<file path="config.mk">
export PLATFORM = sky130hd
export DESIGN_NAME = execution_sequencer
export DESIGN_NICKNAME = d
export VERILOG_FILES = /design/src/rtl/execution_sequencer_pkg.sv /design/src/rtl/execution_sequencer_quiescence_detector.sv /design/src/rtl/execution_sequencer.sv
export SDC_FILE = /design/constraint.sdc
export NUM_CORES = 1
export LEC_CHECK = 0
export CORE_MARGIN = 3
export CORE_UTILIZATION = 39
export CTS_BUF_LIST = sky130_fd_sc_hd__clkbuf_8
export CTS_CLUSTER_SIZE = 40
export DETAILED_ROUTE_END_ITERATION = 6
export GPL_TIMING_DRIVEN = 0
export PLACE_DENSITY = 0.64
export SKIP_LAST_GASP = 1
export SYNTH_ARGS = -nofsm -noshare
export SYNTH_HDL_FRONTEND = slang
export SYNTH_SLANG_ARGS = --single-unit
</file>
<file path="constraint.sdc">
create_clock -name clock -period 5.6 [get_ports clock]
set_input_delay 1.12 -clock clock [delete_from_list [all_inputs] [get_ports clock]]
set_output_delay 1.12 -clock clock [all_outputs]
set_load 0.02 [all_outputs]
</file>
<file path="src/rtl/execution_sequencer_pkg.sv">
// execution_sequencer_pkg: run-controller state type and default parameters
package execution_sequencer_pkg;
    typedef enum logic [2:0] {
        ST_IDLE,
        ST_RESETTING,
        ST_ARMED,
        ST_EXECUTING,
        ST_DRAINING,
        ST_DONE
    } state_t;
    localparam int DEF_RESET_CYCLES     = 4;
    localparam int DEF_QUIESCENT_CYCLES = 8;
    localparam int DEF_COUNTER_WIDTH    = 32;
endpackage

</file>
<file path="src/rtl/execution_sequencer_quiescence_detector.sv">
// quiescence_detector: flags the cycle in which network/memory have been quiet for QUIESCENT_CYCLES in a row
module quiescence_detector
    import execution_sequencer_pkg::*;
#(
    parameter int QUIESCENT_CYCLES = DEF_QUIESCENT_CYCLES
) (
    input  logic clock,
    input  logic reset,
    input  logic clear,
    input  logic channels_quiescent,
    input  logic routers_quiescent,
    input  logic memory_quiescent,
    output logic stable
);
    localparam int QW = $clog2(QUIESCENT_CYCLES + 1);
    logic [QW-1:0] r_count;
    logic          w_all;
    assign w_all  = channels_quiescent & routers_quiescent & memory_quiescent;
    // stable fires combinationally so the sequencer leaves DRAINING on the edge that completes the window
    assign stable = w_all && (r_count == QW'(QUIESCENT_CYCLES - 1));
    // consecutive quiet-cycle counter, restarts on any non-quiet cycle, saturates at the window length
    always_ff @(posedge clock) begin
        if (reset || clear) r_count <= '0;
        else if (!w_all) r_count <= '0;
        else if (r_count != QW'(QUIESCENT_CYCLES)) r_count <= r_count + QW'(1);
    end
endmodule

</file>
<file path="src/rtl/execution_sequencer.sv">
// execution_sequencer: reset/arm/execute/drain run controller for the processing block
// Optional quiescence drain phase enabled by EXECUTION_SEQUENCER_QUIESCENCE_CHECK_EN.
module execution_sequencer
    import execution_sequencer_pkg::*;
#(
    parameter int RESET_CYCLES     = DEF_RESET_CYCLES,
    parameter int QUIESCENT_CYCLES = DEF_QUIESCENT_CYCLES,
    parameter int COUNTER_WIDTH    = DEF_COUNTER_WIDTH
) (
    input  logic                     clock,
    input  logic                     reset,
    input  logic                     start,
    input  logic                     abort,
    input  logic [COUNTER_WIDTH-1:0] cycle_limit,
    input  logic                     block_halted,
    input  logic                     block_channels_quiescent,
    input  logic                     block_routers_quiescent,
    input  logic                     memory_quiescent,
    output logic                     system_reset,
    output logic                     system_enable,
    output logic                     system_execute,
    output logic                     system_halted,
    output logic                     busy,
    output logic                     timed_out,
    output logic [COUNTER_WIDTH-1:0] cycle_count
);
    localparam int RW = $clog2(RESET_CYCLES + 1);
    state_t                   r_state, w_next_state;
    logic [RW-1:0]            r_rst_cnt;
    logic [COUNTER_WIDTH-1:0] r_limit, r_count, w_count_inc;
    logic                     r_system_reset, r_system_enable, r_system_execute, r_system_halted;
    logic                     r_busy, r_timed_out;
    logic                     w_busy, w_run_start, w_counting, w_limit_hit, w_timeout;
`ifdef EXECUTION_SEQUENCER_QUIESCENCE_CHECK_EN
    localparam state_t HALT_NEXT = ST_DRAINING;
    logic w_stable;
    quiescence_detector #(
        .QUIESCENT_CYCLES(QUIESCENT_CYCLES)
    ) u_quiescence_detector (
        .clock              (clock),
        .reset              (reset),
        .clear              (r_state != ST_DRAINING),
        .channels_quiescent (block_channels_quiescent),
        .routers_quiescent  (block_routers_quiescent),
        .memory_quiescent   (memory_quiescent),
        .stable             (w_stable)
    );
`else
    localparam state_t HALT_NEXT = ST_DONE;
    logic w_unused_quiescent;
    assign w_unused_quiescent = &{block_channels_quiescent, block_routers_quiescent, memory_quiescent,
                                  QUIESCENT_CYCLES[0]};
`endif
    assign w_busy      = r_state inside {ST_RESETTING, ST_ARMED, ST_EXECUTING, ST_DRAINING};
    assign w_run_start = start && (r_state == ST_IDLE || r_state == ST_DONE);
    assign w_counting  = !abort && (r_state == ST_EXECUTING || r_state == ST_DRAINING);
    assign w_count_inc = (&r_count) ? r_count : r_count + COUNTER_WIDTH'(1);
    assign w_limit_hit = (r_limit != '0) && (w_count_inc == r_limit);
    // next-state selection; abort beats start, halt beats limit, quiescence beats limit
    always_comb begin
        w_next_state = r_state;
        w_timeout    = 1'b0;
        if (abort && w_busy) w_next_state = ST_IDLE;
        else case (r_state)
            ST_IDLE, ST_DONE: w_next_state = start ? ST_RESETTING : r_state;
            ST_RESETTING:     w_next_state = (r_rst_cnt == RW'(RESET_CYCLES - 1)) ? ST_ARMED : ST_RESETTING;
            ST_ARMED:         w_next_state = ST_EXECUTING;
            ST_EXECUTING: begin
                w_timeout    = !block_halted && w_limit_hit;
                w_next_state = block_halted ? HALT_NEXT : (w_limit_hit ? ST_DONE : ST_EXECUTING);
            end
`ifdef EXECUTION_SEQUENCER_QUIESCENCE_CHECK_EN
            ST_DRAINING: begin
                w_timeout    = !w_stable && w_limit_hit;
                w_next_state = (w_stable || w_limit_hit) ? ST_DONE : ST_DRAINING;
            end
`endif
            default:          w_next_state = ST_IDLE;
        endcase
    end
    // state, counters and Moore outputs decoded from the upcoming state so they are registered
    always_ff @(posedge clock) begin
        if (reset) begin
            r_state          <= ST_IDLE;
            r_rst_cnt        <= '0;
            r_limit          <= '0;
            r_count          <= '0;
            r_timed_out      <= 1'b0;
            r_system_reset   <= 1'b0;
            r_system_enable  <= 1'b0;
            r_system_execute <= 1'b0;
            r_system_halted  <= 1'b0;
            r_busy           <= 1'b0;
        end else begin
            r_state          <= w_next_state;
            r_rst_cnt        <= (r_state == ST_RESETTING) ? r_rst_cnt + RW'(1) : '0;
            r_limit          <= w_run_start ? cycle_limit : r_limit;
            r_count          <= w_run_start ? '0 : (w_counting ? w_count_inc : r_count);
            r_timed_out      <= w_run_start ? 1'b0 : (r_timed_out | w_timeout);
            r_system_reset   <= w_next_state == ST_RESETTING;
            r_system_enable  <= w_next_state inside {ST_ARMED, ST_EXECUTING, ST_DRAINING};
            r_system_execute <= w_next_state == ST_EXECUTING;
            r_system_halted  <= w_next_state == ST_DONE;
            r_busy           <= w_next_state inside {ST_RESETTING, ST_ARMED, ST_EXECUTING, ST_DRAINING};
        end
    end
    assign system_reset   = r_system_reset;
    assign system_enable  = r_system_enable;
    assign system_execute = r_system_execute;
    assign system_halted  = r_system_halted;
    assign busy           = r_busy;
    assign timed_out      = r_timed_out;
    assign cycle_count    = r_count;
endmodule

</file>
## Yosys cells after proc, flatten, opt, wreduce, memory -nomap -nowiden

Cells that the tools add are included.

| word-level totals | value |
|---|---|
| memories | 0 |
| output and inout port bits | 38 |
| bits in read-only memories | 0 |
| input bits | 40 |
| word-level logic and storage cells | 53 |
| register bits after elaboration | 76 |
| RAM bits | 0 |
| bits in latches | 0 |

| operators by class | value |
|---|---|
| mux-type cells | 9 |
| shift-type cells | 0 |
| reduce and logical (&&, ||, !) cells | 18 |
| eq/ne operators | 12 |
| $add $sub $neg | 2 |
| magnitude comparators | 0 |
| divide/modulo/power cells | 0 |
| $mul | 0 |
| bitwise logic cells | 2 |

Operators with widths:

| cell | count |
|---|---|
| $add A32 B1 Y32 const B | 1 |
| $eq A32 B32 Y1 | 1 |
| $mux W32 | 1 |
| $reduce_and A32 Y1 | 1 |
| $reduce_bool A32 Y1 | 1 |
| $eq A3 B2 Y1 const B | 5 |
| $eq A3 B3 Y1 const B | 4 |
| $mux W3 | 4 |
| $pmux W3 S4 | 1 |
| $reduce_bool A4 Y1 | 2 |
| $eq A3 B1 Y1 const B | 2 |
| $reduce_or A2 Y1 | 3 |
| $logic_and A1 B1 Y1 | 5 |
| $add A3 B1 Y3 const B | 1 |
| $logic_not A3 Y1 | 1 |
| $reduce_bool A3 Y1 | 1 |
| $logic_not A1 Y1 | 2 |
| $logic_or A1 B1 Y1 | 2 |
| $mux W1 | 2 |
| $mux W2 | 1 |
| $not A1 Y1 | 1 |
| $or A1 B1 Y1 | 1 |

## Logic depth before layout (Yosys ltp)

Gate-level depths: netlist of the first run.

| depth | value |
|---|---|
| word-level depth | 10 |
| mapped depth | 11 |
| mapped depth without buffers | 10 |

## Worst setup path after synthesis of the first run

Ideal clock, no wire load.

| timing | value |
|---|---|
| path type | register to register |
| from | register r_count[0] (netlist: cycle_count[0]) |
| to | register r_state[1] |
| library setup time | 150 ps |
| arrival | 3045 ps |
| slack | 2406 ps |
| path buffers | 1 |
| clock period less this slack | 3194 ps |
| cell stages (with the launch flop) | 12 |
| required time | 5450 ps |
| path through | dfxtp_1 -> ha_1 -> and4_1 -> buf_4 -> nand3_4 -> a21o_1 -> or4_1 -> a221oi_2 -> o2111ai_1 -> nor4_2 -> o41a_2 -> a2111oi_4 |

| on the way | value |
|---|---|
| word-level cells in the longest chain between the ends | 8 |
| elaborated cells on any way between the ends | 9 |
| classes of those cells | add/sub (1); eq/ne (1); mux (5); reduce/logical (2) |

RTL lines:

| what | RTL line | RTL |
|---|---|---|
| start, declared | execution_sequencer.sv:30 | `logic [COUNTER_WIDTH-1:0] r_limit, r_count, w_count_inc;` |
| start signal, assigned | execution_sequencer.sv:98 | `r_count <= w_run_start ? '0 : (w_counting ? w_count_inc : r_count);` |
| $add A32 B1 Y32 / $reduce_and A32 Y1 (equally long branches) | execution_sequencer.sv:57 | `assign w_count_inc = (&r_count) ? r_count : r_count + COUNTER_WIDTH'(1);` |
| $mux W32 * | execution_sequencer.sv:57 |  |
| $eq A32 B32 Y1 * | execution_sequencer.sv:58 | `assign w_limit_hit = (r_limit != '0) && (w_count_inc == r_limit);` |
| $logic_and A1 B1 Y1 * | execution_sequencer.sv:58 |  |
| $mux W3 * (2 in a row) | execution_sequencer.sv:70 | `w_next_state = block_halted ? HALT_NEXT : (w_limit_hit ? ST_DONE : ST_EXECUTING);` |
| $pmux W3 S4 * | execution_sequencer.sv:64 | `else case (r_state)` |
| $mux W3 * | execution_sequencer.sv:63 | `if (abort && w_busy) w_next_state = ST_IDLE;` |
| end signal, assigned | execution_sequencer.sv:95 | `r_state <= w_next_state;` |
| end, declared | execution_sequencer.sv:28 | `state_t r_state, w_next_state;` |

Mark *: on every way between the ends. The rest lies on a longest branch, timed or not.
A chain may end at the register's enable or synchronous reset.

## Final worst setup path of the first run

| timing | value |
|---|---|
| from | register r_count[0] (netlist: cycle_count[0]) |
| to | register r_system_reset (netlist: system_reset) |

| on the way | value |
|---|---|
| word-level cells in the longest chain between the ends | 9 |
| elaborated cells on any way between the ends | 10 |
| classes of those cells | add/sub (1); eq/ne (2); mux (5); reduce/logical (2) |

RTL lines:

| what | RTL line | RTL |
|---|---|---|
| $add A32 B1 Y32 / $reduce_and A32 Y1 (equally long branches) | execution_sequencer.sv:57 |  |
| $mux W32 * | execution_sequencer.sv:57 |  |
| $eq A32 B32 Y1 * | execution_sequencer.sv:58 |  |
| $logic_and A1 B1 Y1 * | execution_sequencer.sv:58 |  |
| $mux W3 * (2 in a row) | execution_sequencer.sv:70 |  |
| $pmux W3 S4 * | execution_sequencer.sv:64 |  |
| $mux W3 * | execution_sequencer.sv:63 |  |
| $eq A3 B1 Y1 * | execution_sequencer.sv:100 | `r_system_reset <= w_next_state == ST_RESETTING;` |
| end signal, assigned | execution_sequencer.sv:89 | `r_system_reset <= 1'b0;` |
| end signal, assigned | execution_sequencer.sv:100 |  |
| end, declared | execution_sequencer.sv:31 | `logic r_system_reset, r_system_enable, r_system_execute, r_system_halted;` |

Marked as above.

==> results of run 1 <==
-- critical path: stages (launching register included) --
cell and delay, ps:
dfxtp_1 500, ha_1 340, and4_1 220, buf_4 170, nand3_4 120, nor3_1 730, o21ai_0 220, a211oi_1 270
nand4_1 190, nor4_2 600, o41a_2 300, and3_1 160
-- metrics by stage --
stage | cells | setup slack, ps | utilization
floorplan | 563 | 2410 | -
finish | 793 | 1710 | 0.504
global route | 793 | 1420 | 0.504
CTS | 793 | 1810 | 0.504
global placement | 777 | 1870 | 0.488
detailed placement | 777 | 1820 | 0.488
-- sequential cells by signal, summed over array words and instances (netlist names) --
register / cells
system_halted: 1
r_state: 3
system_reset: 1
r_limit: 32
r_rst_cnt: 3
system_execute: 1
cycle_count: 32
timed_out: 1
busy: 1
system_enable: 1
-- power by group through the flow --
stage	clock network, mW	registers (mW)	logic, mW
final	0.404	0.576	0.139
after global placement	0	0.587	0.136
after global routing	0.431	0.578	0.155
after floorplan	0	0.583	0.0852
after CTS	0.410	0.575	0.139
after detailed placement	0	0.588	0.138
-- cell usage in the layout, fill, tap and decap left out, drive strengths merged, types with 4 or more instances in the layout --
cell	synthesis	layout
a31oi	7	7
nand4	19	19
and4	8	8
a21oi	53	53
nor3b	4	4
xor2	31	31
buf	16	16
clkdlybuf4s50	0	74
xnor2	38	38
nor4	19	19
nor2	47	47
clkbuf	17	26
dfxtp	76	76
or3	11	11
nor3	13	13
nand3	21	21
o21ai	16	16
and3	12	12
nand2	101	101
and2	5	5
inv	6	10
-- cell type report --
| class | count | area share |
|---|---|---|
| buffer | 33 | 0.0305 |
| multi-input combinational | 447 | 0.492 |
| timing repair buffer | 74 | 0.134 |
| sequential | 76 | 0.275 |
| clock buffer | 9 | 0.0224 |
| tap | 140 | 0.0316 |
| inverter | 7 | 0.00475 |
| clock inverter | 7 | 0.0104 |
-- cells by family after synthesis --
| family | count (synthesis) | share of synthesized area |
|---|---|---|
| buffers and inverters | 40 | 0.0440 |
| DFF | 76 | 0.343 |
| xor gates and xnor gates | 69 | 0.136 |
| adders and majority gates | 3 | 0.00846 |
| and+or+nand+nor | 270 | 0.313 |
| AOI/OAI and AO/OA | 105 | 0.156 |
-- final timing paths --
| check | startpoint | end | slack [ps] | depth (start not counted) |
|---|---|---|---|---|
| worst max-delay path | cycle_count[0]$_SDFFE_PP0P_ | system_reset$_SDFF_PP0_ | 1710 | 11 |
| worst min-delay path | r_rst_cnt[0]$_SDFF_PP0_ | r_rst_cnt[0]$_SDFF_PP0_ | 430 | 1 |
| worst max register to register | cycle_count[0]$_SDFFE_PP0P_ | system_reset$_SDFF_PP0_ | 1710 | 11 |
| worst min register to register | r_rst_cnt[0]$_SDFF_PP0_ | r_rst_cnt[0]$_SDFF_PP0_ | 430 | 1 |
-- routing by layer --
layer,global-route usage,vias to the layer above,part of all wire
li1,-,2165,-
met1,0.265,1979,0.45
met3,0.0551,26,0.068
met2,0.323,163,0.45
met5,0,-,0
met4,0.0705,0,0.025
==> results.sh, run 1 <==
export IMPL_status="completed"
export IMPL_fin_crit_ps=3890
export IMPL_synthTopCellsByArea="dfxtp_1 34%, nand2_1 8.5%, xnor2_1 7.5%"
export IMPL_drcViolationCount=0
export IMPL_max_freq_mhz=257
export IMPL_ys_ff_latch=76
export IMPL_p_switching_mw=0.327
export IMPL_fin_area_um2=5540
export IMPL_swShare=0.293
export IMPL_p_leak_nw=1.89
export IMPL_clock_root_buffer="clkbuf_8"
export IMPL_post_synth_top_area_fraction=0.343
export IMPL_path_class="reg2reg"
export IMPL_cp_required_ps=5910
export IMPL_finalWirelength_um=13100
export IMPL_vdd_drop_max_v=0.000101
export IMPL_clockBufferDepth=2
export IMPL_cts_resized=0
export IMPL_vias=4333
export IMPL_syn_area_um2=4440
export IMPL_regArea_um2=1520
export IMPL_io_buffers=74
export IMPL_post_drt_wl_per_cell_um=16.5
export IMPL_yosysTopAreaCell="dfxtp_1"
export IMPL_antenna_found_initial=0
export IMPL_clk_latency_ps=370
export IMPL_die_h_um=113
export IMPL_power_density_nw_per_um2=202
export IMPL_clkTransAtPathRegs_ps=90
export IMPL_synth_cell_types=60
export IMPL_dp_hpwl_um=10100
export IMPL_grt_max_degree=16
export IMPL_rsz0062_at_grt="false"
export IMPL_final_setup_tns_ps=0
export IMPL_timing_slew_headroom=0.424
export IMPL_nets=691
export IMPL_holdBufCountCts=0
export IMPL_p_seq_frac=0.515
export IMPL_synth_most_common_cell="nand2_1"
export IMPL_synth_fp_nets=606
export IMPL_share_comb_of_total_power=0.124
export IMPL_grt_usage=0.203
export IMPL_synthTopCellsByCount="101 x nand2_1, 76 x dfxtp_1, 53 x a21oi_1, 47 x nor2_1, 38 x xnor2_1"
export IMPL_core_um2=11000
export IMPL_fin_skew_ps=10.3
export IMPL_grt_ovfl_total=0
export IMPL_tritoncts="yes"
export IMPL_io_pins=78
export IMPL_place_congestion=0.903
export IMPL_power_total_mw=1.12
export IMPL_vias_per_cell=5.46
export IMPL_critPathLaunchType="flip-flop"
export IMPL_area_growth_pct=24.7
export IMPL_tightestPinTransition_ps=858
export IMPL_hold_viol=0
export IMPL_crit_arrival_ps=4200
export IMPL_path_max_fanout=8
export IMPL_slew_viol_final=0
export IMPL_yosys_warnings=0
export IMPL_p_int_mw=0.791
export IMPL_async_flop_share=0
export IMPL_drt_first_pass_iters=5
export IMPL_cts_setup_buffers=0
export IMPL_fin_crit_sh=0.695
export IMPL_fillers=1107
export IMPL_end_kind="flip-flop"
export IMPL_max_cap_violations=0
export IMPL_synth_edff_count=0
export IMPL_ant_nets=0
export IMPL_die_w_um=113
export IMPL_hold_slack_ps=434
export IMPL_setup_violations=0
export IMPL_worstHoldPathType="reg2reg"
export IMPL_diodes=0
export IMPL_yosysSeqAreaShare=0.343
export IMPL_grt_pass1_vias=4176
export IMPL_placed_area_um2=5360
export IMPL_drive_gt1_frac=0.0720
export IMPL_clockPowerShare=0.361
export IMPL_multi_input_area_um2=2720
export IMPL_start_util=0.404
export IMPL_htreeDepth=3
export IMPL_dieArea_um2=12700
export IMPL_synth_cells=563
export IMPL_cts_sinks=76
export IMPL_cts_made_buffers=9
export IMPL_syn_area_per_cell_um2=7.89
export IMPL_rows=38
export IMPL_grt_first_pass_wirelength_um=20700
export IMPL_drt_iter0_drc=320
export IMPL_synthFlopType="dfxtp_1"
Note: power is estimated with default switching activity, not from simulation.
==> inputs of run 2 (changes only) <==
==> constraint.sdc (replaced) <==
create_clock -name clock -period 4 [get_ports clock]
set_input_delay 0.8 -clock clock [delete_from_list [all_inputs] [get_ports clock]]
set_output_delay 0.8 -clock clock [all_outputs]
set_load 0.02 [all_outputs]
==> run 2 against run 1 <==
Net effect:
- routed wire length fell by 0.38%
- hold slack barely moved
- clock skew barely moved
- first-iteration DRC count fell by 7.2%
- non-clock buffer count did not move
- via count rose by 0.60%
- sequential cell count did not move
- largest cell class unchanged
- critical path depth did not move
- clock-buffer cell count did not move
- sequential power rose by 40%
- highest routed layer unchanged
- global-route usage did not move
- clock power rose by 39%
==> results.sh, run 2 (same netlist as run 1, synthesis figures left out) <==
export IMPL_htreeDepth=3
export IMPL_worstReg2RegStart="cycle_count[0]$_SDFFE_PP0P_"
export IMPL_path_max_fanout=7
export IMPL_cts_setup_buffers=0
export IMPL_fin_ws_ps=425
export IMPL_critPathLaunchType="flip-flop"
export IMPL_fin_crit_sh=0.894
export IMPL_cts_sinks=76
export IMPL_max_freq_mhz=280
export IMPL_tritoncts="yes"
export IMPL_clk_latency_ps=370
export IMPL_max_cap_violations=0
export IMPL_drcViolationCount=0
export IMPL_clock_root_buffer="clkbuf_8"
export IMPL_power_density_nw_per_um2=282
export IMPL_grt_ovfl_total=0
export IMPL_grt_pass1_vias=4176
export IMPL_path_class="reg2reg"
export IMPL_rsz0062_at_grt="false"
export IMPL_mostFrequentLayoutCells="101 x nand2_1, 76 x dfxtp_1, 74 x clkdlybuf4s50_1"
export IMPL_timing_slew_headroom=0.525
export IMPL_status="completed"
export IMPL_cts_resized=0
export IMPL_placed_area_um2=5360
export IMPL_antenna_found_initial=0
export IMPL_drive_gt1_frac=0.0735
export IMPL_grt_usage=0.203
export IMPL_crit_buf_inv=1
export IMPL_instances_no_fill=793
export IMPL_grt_max_degree=16
export IMPL_max_stage_delay_ps=540
export IMPL_start_util=0.404
export IMPL_final_common_cell="nand2_1"
export IMPL_place_congestion=0.903
export IMPL_ant_nets=0
export IMPL_crit_arrival_ps=3890
export IMPL_io_pins=78
export IMPL_cp_cell_sequence="ha_1, and4_1, buf_4, nand3_4, a21o_1, or4_1, a221oi_2, o2111ai_1, nor4_4, o41a_2, and3_1"
export IMPL_r2r_setup_slack_ps=420
export IMPL_fin_skew_ps=10.3
export IMPL_p_leak_nw=1.89
export IMPL_setup_violations=0
export IMPL_post_drt_wl_per_cell_um=16.4
export IMPL_diodes=0
export IMPL_pre_cts_ws_ps=219
export IMPL_cts_made_buffers=9
export IMPL_vias=4359
export IMPL_cp_startpoint="cycle_count[0]$_SDFFE_PP0P_"
export IMPL_slew_viol_final=0
export IMPL_critical_path_slowest_cell="or4_1"
export IMPL_crit_end="system_reset$_SDFF_PP0_"
export IMPL_rows=38
export IMPL_final_setup_tns_ps=0
export IMPL_holdBufCountCts=0
export IMPL_area_growth_pct=25.0
export IMPL_fillers=1110
export IMPL_dp_hpwl_um=10100
export IMPL_finalWirelength_um=13000
export IMPL_core_um2=11000
export IMPL_drt_iter0_drc=297
export IMPL_clockBufferDepth=2
export IMPL_drt_first_pass_iters=5
export IMPL_worstHoldPathType="reg2reg"
export IMPL_end_kind="flip-flop"
export IMPL_die_h_um=113
export IMPL_dieArea_um2=12700
export IMPL_fin_crit_ps=3580
export IMPL_dp_cells=777
export IMPL_io_buffers=74
export IMPL_die_w_um=113
export IMPL_postLayoutCoreUtil=0.505
export IMPL_clkTransAtPathRegs_ps=90
export IMPL_tightestPinTransition_ps=713
export IMPL_cp_required_ps=4310
export IMPL_reg2regPathDepth=11
export IMPL_vdd_drop_max_v=0.000139
export IMPL_nets=691
export IMPL_crit_family="simple AND/OR/NAND/NOR gates"
export IMPL_hold_viol=0
export IMPL_reg2reg_to="system_reset$_SDFF_PP0_"
export IMPL_fin_area_um2=5550
export IMPL_grt_first_pass_wirelength_um=20700
export IMPL_path_depth=11
export IMPL_vias_per_cell=5.50
## run 2: worst register-to-register path, cell delays in order, from the launching register on
cell,delay (ps)
dfxtp_1,500
ha_1,340
and4_1,220
buf_4,170
nand3_4,130
a21o_1,210
or4_1,540
a221oi_2,320
o2111ai_1,220
nor4_4,440
o41a_2,270
and3_1,160
## run 2: report_power, final
part / switching, mW / internal [mW] / total (mW)
clock network: 0.327 / 0.235 / 0.562
registers: 0.0263 / 0.779 / 0.806
logic: 0.103 / 0.0937 / 0.197
total: 0.457 / 1.11 / 1.56
## run 2: metal layers
layer	track usage	part of all wire	vias up
met5	0	0	-
met4	0.0705	0.026	0
met3	0.0551	0.074	29
met2	0.323	0.46	165
met1	0.265	0.44	1997
li1	-	-	2168
## run 2: stage by stage
| stage | hold WS (ps) | total power [mW] |
|---|---|---|
| after floorplan | 399 | 0.935 |
| after global placement | 407 | 1.01 |
| after detailed placement | 420 | 1.02 |
| after CTS | 440 | 1.57 |
| after global routing | 446 | 1.63 |
| final | 434 | 1.56 |
## run 2: cell type report
class / instances / area (um^2) / area share
Timing Repair Buffer: 74 / 741 / 0.133
Multi-Input combinational cell: 447 / 2740 / 0.493
Clock inverter: 7 / 57.6 / 0.0104
Buffer: 33 / 169 / 0.0304
Clock buffer: 9 / 124 / 0.0223
Sequential cell: 76 / 1520 / 0.274
Tap cell: 140 / 175 / 0.0316
Inverter: 7 / 26.3 / 0.00473
## run 2: how the worst min path moves through the flow
| stage | from | to | cells after the start |
|---|---|---|---|
| floorplan | r_rst_cnt[0]$_SDFF_PP0_ | r_rst_cnt[0]$_SDFF_PP0_ | 1 |
| global placement | r_rst_cnt[0]$_SDFF_PP0_ | r_rst_cnt[0]$_SDFF_PP0_ | 1 |
| detailed placement | r_rst_cnt[0]$_SDFF_PP0_ | r_rst_cnt[0]$_SDFF_PP0_ | 1 |
| CTS | r_rst_cnt[0]$_SDFF_PP0_ | r_rst_cnt[0]$_SDFF_PP0_ | 1 |
| global route | r_rst_cnt[0]$_SDFF_PP0_ | r_rst_cnt[0]$_SDFF_PP0_ | 1 |
| finish | r_rst_cnt[0]$_SDFF_PP0_ | r_rst_cnt[0]$_SDFF_PP0_ | 1 |
